File: src/rtl/ipv4_hdr_pkg.sv
// Shared constants, FSM state type and reset-checksum helper for the
// IPv4 header generator.
package ipv4_hdr_pkg;

  localparam int HDR_LEN      = 20;
  localparam int MAX_DATA_LEN = 65515;

  localparam logic [7:0]  VER_IHL    = 8'h45;
  localparam logic [15:0] FLAGS_FRAG = 16'h4000;

  localparam int OFF_VER   = 0;
  localparam int OFF_TOS   = 1;
  localparam int OFF_LEN   = 2;
  localparam int OFF_ID    = 4;
  localparam int OFF_FLAGS = 6;
  localparam int OFF_TTL   = 8;
  localparam int OFF_PROTO = 9;
  localparam int OFF_CSUM  = 10;
  localparam int OFF_SRC   = 12;
  localparam int OFF_DST   = 16;

  typedef enum logic [2:0] {
    S_IDLE,
    S_CFG1,
    S_CFG2,
    S_SUM1,
    S_SUM2,
    S_EMIT,
    S_DONE
  } state_e;

  function automatic logic [16:0] static_sum_init(
    input logic [31:0] src,
    input logic [31:0] dst,
    input logic [7:0]  ttl,
    input logic [7:0]  proto
  );
    logic [31:0] s;
    s = {16'h0, VER_IHL, 8'h00} + {16'h0, FLAGS_FRAG}
      + {16'h0, ttl, proto}
      + {16'h0, src[31:16]} + {16'h0, src[15:0]}
      + {16'h0, dst[31:16]} + {16'h0, dst[15:0]};
    s = {16'h0, s[15:0]} + {16'h0, s[31:16]};
    s = {16'h0, s[15:0]} + {16'h0, s[31:16]};
    return {1'b0, s[15:0]};
  endfunction

endpackage

File: src/rtl/ipv4_hdr_gen_ones_add16.sv
// 16-bit one's-complement adder with end-around carry.
// A single re-add suffices: a+b <= 0x1FFFE folds to at most 0xFFFF.
module ones_add16 (
  input  logic [15:0] a,
  input  logic [15:0] b,
  output logic [15:0] y
);

  logic [16:0] s;

  assign s = {1'b0, a} + {1'b0, b};
  assign y = s[15:0] + {15'h0, s[16]};

endmodule

File: src/rtl/ipv4_hdr_gen.sv
// IPv4 header generator: builds a 20-byte header per start and writes
// it W_BYTES per beat into the TX header buffer.
module ipv4_hdr_gen
  import ipv4_hdr_pkg::*;
#(
  parameter int          W_BYTES    = 1,
  parameter logic [31:0] INIT_SRCIP = 32'hC0A80105,
  parameter logic [31:0] INIT_DSTIP = 32'hFFFFFFFF,
  parameter logic [7:0]  INIT_TTL   = 8'h40,
  parameter logic [7:0]  INIT_PROTO = 8'h11
) (
  input  logic                 i_clk,
  input  logic                 i_rst_n,
  input  logic                 i_start,
  input  logic [15:0]          i_data_length,
  input  logic                 i_cfg_wr,
  input  logic [1:0]           i_cfg_sel,
  input  logic [31:0]          i_cfg_data,
  output logic                 o_ready,
  output logic                 o_wr_en,
  output logic [4:0]           o_wr_addr,
  output logic [8*W_BYTES-1:0] o_wr_data,
  output logic                 o_done,
  output logic                 o_err
);

  localparam int DW     = 8 * W_BYTES;
  localparam int NBEATS = HDR_LEN / W_BYTES;
  localparam int HB     = 8 * HDR_LEN;

  localparam logic [16:0] STATIC_INIT =
    static_sum_init(INIT_SRCIP, INIT_DSTIP, INIT_TTL, INIT_PROTO);

  state_e      state_q;
  logic [31:0] src_q;
  logic [31:0] dst_q;
  logic [7:0]  ttl_q;
  logic [7:0]  proto_q;
  logic [16:0] static_q;
  logic [15:0] id_q;
  logic [15:0] len_q;
  logic [15:0] tot_q;
  logic [15:0] sum1_q;
  logic [15:0] csum_q;
  logic        err_q;
  logic        hdr_q;
  logic [1:0]  sel_q;
  logic [31:0] cfg_q;
  logic [4:0]  beat_q;
  logic [4:0]  addr_q;
  logic [DW-1:0] data_q;

  logic [15:0] static_f;
  logic [15:0] tot_len;
  logic        ovf;
  logic [15:0] sum_len;
  logic [15:0] sum_id;
  logic [15:0] st1, st2, st3, st4, st5, st6;
  logic [HB-1:0] hdr_vec;
  logic [HB-1:0] hdr_sh;
  logic [4:0]    nxt_addr;
  logic [DW-1:0] beat_data;

  // static_q is kept folded; the extra fold only guards a stray carry
  assign static_f = static_q[15:0] + {15'h0, static_q[16]};
  assign tot_len  = len_q + 16'(HDR_LEN);
  assign ovf      = len_q > 16'(MAX_DATA_LEN);

  ones_add16 u_len (.a(static_f), .b(tot_len), .y(sum_len));
  ones_add16 u_id  (.a(sum1_q),   .b(id_q),    .y(sum_id));

  ones_add16 u_st1 (
    .a({VER_IHL, 8'h00}), .b(FLAGS_FRAG), .y(st1)
  );
  ones_add16 u_st2 (.a(st1), .b({ttl_q, proto_q}), .y(st2));
  ones_add16 u_st3 (.a(st2), .b(src_q[31:16]),     .y(st3));
  ones_add16 u_st4 (.a(st3), .b(src_q[15:0]),      .y(st4));
  ones_add16 u_st5 (.a(st4), .b(dst_q[31:16]),     .y(st5));
  ones_add16 u_st6 (.a(st5), .b(dst_q[15:0]),      .y(st6));

  assign hdr_vec = {
    VER_IHL, 8'h00, tot_q, id_q, FLAGS_FRAG,
    ttl_q, proto_q, csum_q, src_q, dst_q
  };

  // Slice for the beat about to be presented on the write port
  assign nxt_addr  = (state_q == S_EMIT) ?
                     addr_q + 5'(W_BYTES) : 5'd0;
  assign hdr_sh    = hdr_vec << {nxt_addr, 3'b000};
  assign beat_data = hdr_sh[HB-1 -: DW];

  always_ff @(posedge i_clk or negedge i_rst_n) begin
    if (!i_rst_n) begin
      state_q  <= S_IDLE;
      src_q    <= INIT_SRCIP;
      dst_q    <= INIT_DSTIP;
      ttl_q    <= INIT_TTL;
      proto_q  <= INIT_PROTO;
      static_q <= STATIC_INIT;
      id_q     <= 16'h0;
      len_q    <= 16'h0;
      tot_q    <= 16'h0;
      sum1_q   <= 16'h0;
      csum_q   <= 16'h0;
      err_q    <= 1'b0;
      hdr_q    <= 1'b0;
      sel_q    <= 2'd0;
      cfg_q    <= 32'h0;
      beat_q   <= 5'd0;
      addr_q   <= 5'd0;
      data_q   <= '0;
    end else begin
      unique case (state_q)
        S_IDLE: begin
          if (i_cfg_wr) begin
            sel_q   <= i_cfg_sel;
            cfg_q   <= i_cfg_data;
            state_q <= S_CFG1;
          end else if (i_start) begin
            len_q   <= i_data_length;
            state_q <= S_SUM1;
          end
        end
        S_CFG1: begin
          unique case (sel_q)
            2'd0:    src_q <= cfg_q;
            2'd1:    dst_q <= cfg_q;
            2'd2:    {ttl_q, proto_q} <= cfg_q[15:0];
            default: ;
          endcase
          err_q   <= 1'b0;
          hdr_q   <= 1'b0;
          state_q <= S_CFG2;
        end
        S_CFG2: begin
          static_q <= {1'b0, st6};
          state_q  <= S_DONE;
        end
        S_SUM1: begin
          sum1_q  <= sum_len;
          tot_q   <= tot_len;
          err_q   <= ovf;
          hdr_q   <= 1'b1;
          state_q <= S_SUM2;
        end
        S_SUM2: begin
          csum_q <= ~sum_id;
          if (err_q) begin
            state_q <= S_DONE;
          end else begin
            beat_q  <= 5'd0;
            addr_q  <= 5'd0;
            data_q  <= beat_data;
            state_q <= S_EMIT;
          end
        end
        S_EMIT: begin
          if (beat_q == 5'(NBEATS - 1)) begin
            state_q <= S_DONE;
          end else begin
            beat_q <= beat_q + 5'd1;
            addr_q <= nxt_addr;
            data_q <= beat_data;
          end
        end
        S_DONE: begin
          if (hdr_q && !err_q)
            id_q <= id_q + 16'd1;
          state_q <= S_IDLE;
        end
        default: state_q <= S_IDLE;
      endcase
    end
  end

  assign o_ready   = (state_q == S_IDLE);
  assign o_wr_en   = (state_q == S_EMIT);
  assign o_wr_addr = addr_q;
  assign o_wr_data = data_q;
  assign o_done    = (state_q == S_DONE);
  assign o_err     = o_done & err_q;

endmodule

File: config.mk
export PLATFORM = sky130hd
export DESIGN_NAME = ipv4_hdr_gen
export DESIGN_NICKNAME = d
export VERILOG_FILES = /design/src/rtl/ipv4_hdr_pkg.sv /design/src/rtl/ipv4_hdr_gen_ones_add16.sv /design/src/rtl/ipv4_hdr_gen.sv
export SDC_FILE = /design/constraint.sdc
export NUM_CORES = 1
export LEC_CHECK = 0
export BUFFER_PORTS_ARGS = -buffer_cell sky130_fd_sc_hd__buf_2
export CAP_MARGIN = 0
export CORE_ASPECT_RATIO = 0.5
export CORE_UTILIZATION = 50
export DETAILED_ROUTE_END_ITERATION = 12
export GPL_ROUTABILITY_DRIVEN = 1
export PLACE_DENSITY = 0.69
export REMOVE_ABC_BUFFERS = 1
export SYNTH_ARGS = -nofsm -noshare
export SYNTH_HDL_FRONTEND = slang
export SYNTH_SLANG_ARGS = --single-unit
File: constraint.sdc
create_clock -name i_clk -period 11.48 [get_ports i_clk]
set_clock_uncertainty 0.15 [all_clocks]
set_input_delay 1.148 -clock i_clk [delete_from_list [all_inputs] [get_ports i_clk]]
set_output_delay 1.148 -clock i_clk [all_outputs]
set_load 0.02 [all_outputs]
==> parameters.txt, run 1 <==
Parameter                              Value

CTS
  Number of buffers on the longest clock path    3
  Clk pin slew, worst setup/hold paths    ~70 ps
  CTS tree    done
  Total of hold buffers inserted after clock tree synthesis    0
  Sinks on Clock Net    233
  CTS Buf Count    23
  Root buffer cell    sky130_fd_sc_hd__clkbuf_16
  Clk_lat worst skew    between 500 and 600 ps
  CTS H-Tree Depth    1

Detailed routing
  First-pass DRT Iterations    5
  Post-DR vias/cell    about 5.8
  Remaining antenna violation count    0
  Detailed-route wire length    just over 50000 um
  Remaining DRCs    0
  Average detailed-routed wire length per instance    about 20 um
  Drt first-iter violations    between 1000 and 1500
  Vias    about 15000

Timing
  Max-slew violations    0
  Setup repair after global routing missed its margin    true
  Slew of the pin with the lowest slew margin    around 1100 ps
  Slew headroom    28.9%
  Ratio of final minimum period to clock period    107%
  Achievable Freq    roughly 81 MHz
  Final Worst Setup Slack    -822 ps
  Number of setup violations in the final report    15
  Period minus WS final    12300 ps
  Final hold violations    0

Yosys
  Synthesized area per cell    around 9.6 um^2
  Number of instances in the synthesized netlist    roughly 1800
  FFs w/ async S/R, synth    100%
  Yosys reg bits    roughly 230
  Sequential element share of the synthesized area    between 30% and 40%
  Synth Flop Type    sky130_fd_sc_hd__dfrtp_1
  Number of enable flip-flop cells after synthesis    0
  YS warnings    0
  Cell Area, Synth    around 0.017 mm^2
  Number of distinct library cell variants in the gate-level netlist after synthesis    91

Die
  Core ar.    around 0.033 mm^2
  Starting density of the core    approximately half
  Number of rows created at floorplan    47
  Full die area    between 0.03 and 0.04 mm^2
  Number of top-level design ports    71
  Die width    between 200 and 300 um
  Y dimension of the die    ~130 um

Placement
  Post-DP HPWL    between 30000 and 40000 um
  DP Area    approximately 0.019 mm^2
  Final weighted congestion in routability-driven placement    0.932
  Count of port buffers added during placement    70

Status
  Failing checks    setup timing
  Run status    finished, violations left

Layout
  Cell area after layout    0.0213 mm^2
  Share of cells above drive strength 1    35.5%
  Area of combinational cells with multiple inputs    0.0112 mm^2
  Area grow syn2layout    26.2%
  Diode count    0
  Number of filler instances in the final layout    between 2000 and 3000
  Nets    2282
  Area taken by flip-flops and latches    between 0.005 and 0.006 mm^2

Min path
  Worst min path class    register to register

Critical path
  Setup CP Type    register to register
  Critical path peak fanout    3
  Critical Path Source Type    register
  Maximum single-stage delay on the critical path    approximately 420 ps
  Required @ worst endpoint    roughly 12000 ps
  Critical Path Slowest Stage Cell    sky130_fd_sc_hd__or3_4
  CP Capture Type    register
  Most frequent CP cell    sky130_fd_sc_hd__buf_4
  Worst endpoint data arrival time    between 10000 and 15000 ps

Global routing
  Largest net degree at the start of global routing    84
  GR Util All Layers    just under 30%
  Vias in the first global route    about 14000
  Wire length of the first global-routing pass    79400 um
  Initial antenna violation count    0
  Global-route congestion overflow total    0

Run
  Max-capacitance violation count    0
[path summary, 6_finish.rpt]
path / start / end / slack [ps] / cells past startpoint
max in group asynchronous: i_rst_n / src_q[29]$_DFFE_PN0P_ / 8370 / 3
worst max-delay path: ttl_q[1]$_DFFE_PN0P_ / static_q[15]$_DFFE_PN1N_ / -820 / 76
worst min register to register: o_wr_data[6]$_DFFE_PN0P_ / o_wr_data[6]$_DFFE_PN0P_ / 330 / 2
min in group asynchronous: i_rst_n / sum1_q[5]$_DFFE_PN0P_ / 420 / 1
worst max register to register: ttl_q[1]$_DFFE_PN0P_ / static_q[15]$_DFFE_PN1N_ / -820 / 76
worst min-delay path: o_wr_data[6]$_DFFE_PN0P_ / o_wr_data[6]$_DFFE_PN0P_ / 330 / 2
[what timing repair did]
item                       CTS  global route
gates resized for setup     86            30
setup endpoints to repair   16            16
hold endpoints to repair     0             0
pin swaps                   78            36
setup buffers               51            19
[cell usage after synthesis, drive strengths merged (20+ instances only)]
library cell,number,area (um^2)
mux2i,20,200
nand2,187,702
a21o,42,315
ha,121,1510
mux2,155,1750
nand3,67,335
a21oi,89,453
clkbuf,52,195
a31oi,23,144
a211oi,25,203
nor3,38,200
xor2,87,762
nand2b,22,138
dfstp,53,1390
dfrtp,180,4500
nor2,95,357
xnor2,114,998
inv,36,135
o21ai,94,474
[kinds of logic after synthesis]
kind of cell               Yosys count  share of synthesized area [%]
and+or+nand+nor                    526                           15.3
DFF                                233                           35.0
buffers and inverters               98                           2.27
muxes                              175                           11.5
xor gates and xnor gates           204                           10.8
AOI/OAI and AO/OA                  387                           15.4
adders and majority gates          128                           9.75
[worst max-delay path, delay by kind of cell (launching register included)]
kind	cells	cell delay [ps]
AO/OA/AOI/OAI	16	2440
XOR/XNOR	6	860
adder cells (fa/ha/maj)	9	2080
buffers and inverters	16	1940
flip-flops	1	390
multiplexers	1	260
AND/OR/NAND/NOR	28	4090
[stage by stage]
| step | setup TNS, ps | setup WS, ps | instances | hold WS (ps) | util [%] |
|---|---|---|---|---|---|
| floorplan | -11640 | -1140 | 1689 | 289 | - |
| global placement | -9550 | -858 | 2452 | 305 | 58.7 |
| detailed placement | -14580 | -1260 | 2452 | 315 | 58.7 |
| CTS | -4530 | -607 | 2543 | 331 | 63.5 |
| global route | -17160 | -1460 | 2559 | 352 | 64.3 |
| finish | -7830 | -822 | 2559 | 328 | 64.3 |
[sequential cells by signal (all words and copies together) (netlist names)]
register   count
o_wr_addr      5
static_q      16
cfg_q         32
id_q          16
dst_q         32
tot_q         16
beat_q         5
state_q        3
len_q         16
proto_q        8
o_wr_data      8
csum_q        16
sum1_q        16
err_q          1
ttl_q          8
sel_q          2
hdr_q          1
src_q         32
[layout make-up]
class / count / share of cell area [%]
inverters: 36 / 0.635
clock buffers: 31 / 3.13
repair buffers: 387 / 13.0
multi-input cells: 1420 / 52.4
flip-flops and latches: 233 / 27.7
well taps: 441 / 2.59
clock inverters: 11 / 0.564
[cell usage in the layout (no fill, tap or decap), types with 69 or more instances in the layout]
master / instances
sky130_fd_sc_hd__buf_4: 312
sky130_fd_sc_hd__nand2_1: 183
sky130_fd_sc_hd__dfrtp_1: 180
sky130_fd_sc_hd__mux2_2: 151
sky130_fd_sc_hd__ha_1: 112
sky130_fd_sc_hd__xnor2_1: 105
sky130_fd_sc_hd__nor2_1: 91
sky130_fd_sc_hd__xor2_1: 85
sky130_fd_sc_hd__a21oi_1: 80
sky130_fd_sc_hd__o21ai_0: 79
sky130_fd_sc_hd__buf_2: 69
[per-layer routing]
layer	vias up	wire [um]	global-route usage, %
li1	7054	-	-
met1	7201	22900	41.9
met2	421	23000	45.8
met3	96	3390	5.73
met4	0	1400	8.04
met5	-	0	0
Power of run 1 is not shown: default switching activity piles up to over one toggle a cycle in this logic, so the estimate is an artifact.
==> run 2: changes to the inputs <==
--- a/config.mk
+++ b/config.mk
@@ -15,4 +15,5 @@
 export REMOVE_ABC_BUFFERS = 1
 export SYNTH_ARGS = -nofsm -noshare
 export SYNTH_HDL_FRONTEND = slang
+export SYNTH_HIERARCHICAL = 1
 export SYNTH_SLANG_ARGS = --single-unit
==> parameters.txt, run 2 <==
Parameter                              Value

Yosys
  Cell with the most instances after synthesis    sky130_fd_sc_hd__nand2_1
  Number of distinct library cell variants in the gate-level netlist after synthesis    106
  Synthesized area per cell    just under 10 um^2
  Cell Area, Synth    slightly below 0.02 mm^2
  Number of instances in the synthesized netlist    between 1500 and 2000
  Most area-hungry cell type in the Yosys netlist    sky130_fd_sc_hd__dfrtp_1
  Main area contributors after synthesis    sky130_fd_sc_hd__dfrtp_1, sky130_fd_sc_hd__ha_1, sky130_fd_sc_hd__mux2_2
  Number of enable flip-flop cells after synthesis    0
  Yosys reg bits    233
  Ranking of synthesized cells by instance count    sky130_fd_sc_hd__nand2_1, sky130_fd_sc_hd__dfrtp_1, sky130_fd_sc_hd__mux2_2
  FFs w/ async S/R, synth    100%
  Sequential element share of the synthesized area    roughly 30%
  Synth Flop Type    sky130_fd_sc_hd__dfrtp_1
  Share of the synthesized area in the top cell type    between 20 and 25%
  YS warnings    6

Layout
  Diode count    0
  Registers with the most flip-flops    cfg_q (32), dst_q (32), src_q (32)
  Area of combinational cells with multiple inputs    0.0140 mm^2
  Commonest non-fill, non-tap cell in the layout    sky130_fd_sc_hd__buf_4
  Share of cells above drive strength 1    between 30% and 40%
  Final core utilization    ~64%
  Final Non-Filler Cells    between 2000 and 3000
  Area grow syn2layout    24.7%
  Number of filler instances in the final layout    between 3000 and 4000
  Highest-count cells in the layout ignoring fill and taps    sky130_fd_sc_hd__buf_4, sky130_fd_sc_hd__nand2_1, sky130_fd_sc_hd__dfrtp_1
  Area taken by flip-flops and latches    0.00590 mm^2
  Nets    around 2600
  Cell area after layout    0.0242 mm^2

Detailed routing
  Remaining antenna violation count    0
  Average detailed-routed wire length per instance    20.2 um
  Post-DR vias/cell    5.88
  Drt first-iter violations    1580
  Remaining DRCs    0
  Vias    between 15000 and 20000
  First-pass DRT Iterations    7
  Detailed-route wire length    slightly below 60000 um

Global routing
  Initial antenna violation count    1
  Largest net degree at the start of global routing    approximately 110
  GR Util All Layers    28.8%
  Global-route congestion overflow total    0
  Wire length of the first global-routing pass    around 91000 um
  Vias in the first global route    ~16000

Timing
  Number of setup violations in the final report    14
  Achievable Freq    around 85 MHz
  Ratio of final minimum period to clock period    102%
  Max-slew violations    0
  Period minus WS final    approximately 12000 ps
  Setup repair after global routing missed its margin    true
  Slew of the pin with the lowest slew margin    around 1000 ps
  Final hold violations    0
  Slew headroom    a little under a third
  Final Worst Setup Slack    -234 ps

Critical path
  Maximum single-stage delay on the critical path    a little over 400 ps
  Count of buffering cells on the critical path with inverters included    1
  Critical path launch point    ttl_q[1]$_DFFE_PN0P_
  Kind of cell adding the most delay to the critical path    compound AO/OA/AOI/OAI gates
  CP Capture Type    register
  Critical Path Slowest Stage Cell    sky130_fd_sc_hd__dfrtp_1
  Critical path peak fanout    5
  Reg2reg start    ttl_q[1]$_DFFE_PN0P_
  Worst endpoint data arrival time    12030 ps
  Most frequent CP cell    sky130_fd_sc_hd__a21oi_2
  Required @ worst endpoint    about 12000 ps
  Setup CP Type    register to register
  Critical Path Source Type    register

CTS
  CTS H-Tree Depth    1
  Clk pin slew, worst setup/hold paths    ~70 ps
  CTS Buf Count    24
  Root buffer cell    sky130_fd_sc_hd__clkbuf_16
  Number of buffers on the longest clock path    3
  Total of hold buffers inserted after clock tree synthesis    0
  Sinks on Clock Net    approximately 230
  Clk_lat worst skew    between 500 and 600 ps
  CTS tree    done

Die
  Die width    281 um
  Number of top-level design ports    about 70
  Full die area    around 0.04 mm^2
  Y dimension of the die    about 140 um
  Core ar.    around 0.038 mm^2
  Number of rows created at floorplan    50
  Starting density of the core    51.4%

Placement
  Count of port buffers added during placement    70
  DP Area    approximately 0.022 mm^2
  Final weighted congestion in routability-driven placement    0.991
  Post-DP HPWL    between 40000 and 50000 um
  Number of cells in the design after placement    between 2000 and 3000
  Place WS    -1260 ps

Status
  Failing checks    setup timing
  Run status    finished, violations left

Min path
  Worst min path class    register to register
  Worst hold path startpoint    hdr_q$_DFFE_PN0P_

Run
  Max-capacitance violation count    0
[run 2: layout make-up]
| class | count | share of cell area, % |
|---|---|---|
| Multi-Input combinational cell | 1699 | 57.8 |
| Sequential cell | 233 | 24.3 |
| Timing Repair Buffer | 374 | 11.1 |
| Clock buffer | 32 | 2.89 |
| Tap cell | 520 | 2.68 |
| Clock inverter | 12 | 0.980 |
| Inverter | 15 | 0.232 |
[run 2: kinds of logic after synthesis]
logic type	synth area share, %
AND/OR/NAND/NOR	17.0
buffers and inverters	2.09
other	0.0386
flip-flops	30.3
multiplexers	12.1
XOR/XNOR	10.6
AO/OA/AOI/OAI	17.4
adder cells (fa/ha/maj)	10.4
[run 2: worst reg2reg max path: cells and delay by family, from the launching register on]
kind            cells  cell delay [ps]
compound gates     27             4210
fa+ha+maj          12             2950
simple gates       26             2700
xor+xnor            5              750
flops               1              410
mux                 1              270
buf+inv             1              170
[run 2: final timing paths]
kind                                             to  slack, ps  cells past startpoint
max                        static_q[15]$_DFFE_PN1N_       -230                     72
min                               hdr_q$_DFFE_PN0P_        330                      2
max reg2reg                static_q[15]$_DFFE_PN1N_       -230                     72
min reg2reg                       hdr_q$_DFFE_PN0P_        330                      2
max in group asynchronous     cfg_q[18]$_DFFE_PN0P_       8480                      3
min in group asynchronous     len_q[10]$_DFFE_PN0P_        480                      1
[run 2: per-stage QoR]
stage / setup TNS [ps] / hold WS, ps
after CTS: 0 / 325
after floorplan: -4570 / 289
after global placement: -11000 / 303
after global routing: -10110 / 370
after detailed placement: -17440 / 310
final: -1970 / 332
[run 2: routing by layer]
metal / wire length [um] / global-route usage [%]
met3: 3710 / 3.84
met5: 7 / 0
met2: 26900 / 47.2
met1: 26300 / 40.6
met4: 1250 / 6.27
[run 2: repair_timing]
item	4_1_cts	5_1_grt
setup endpoints to repair	16	16
buffers inserted	14	19
resized for setup	58	121
pin swaps	34	44
Power of run 2 is left out for the same reason.
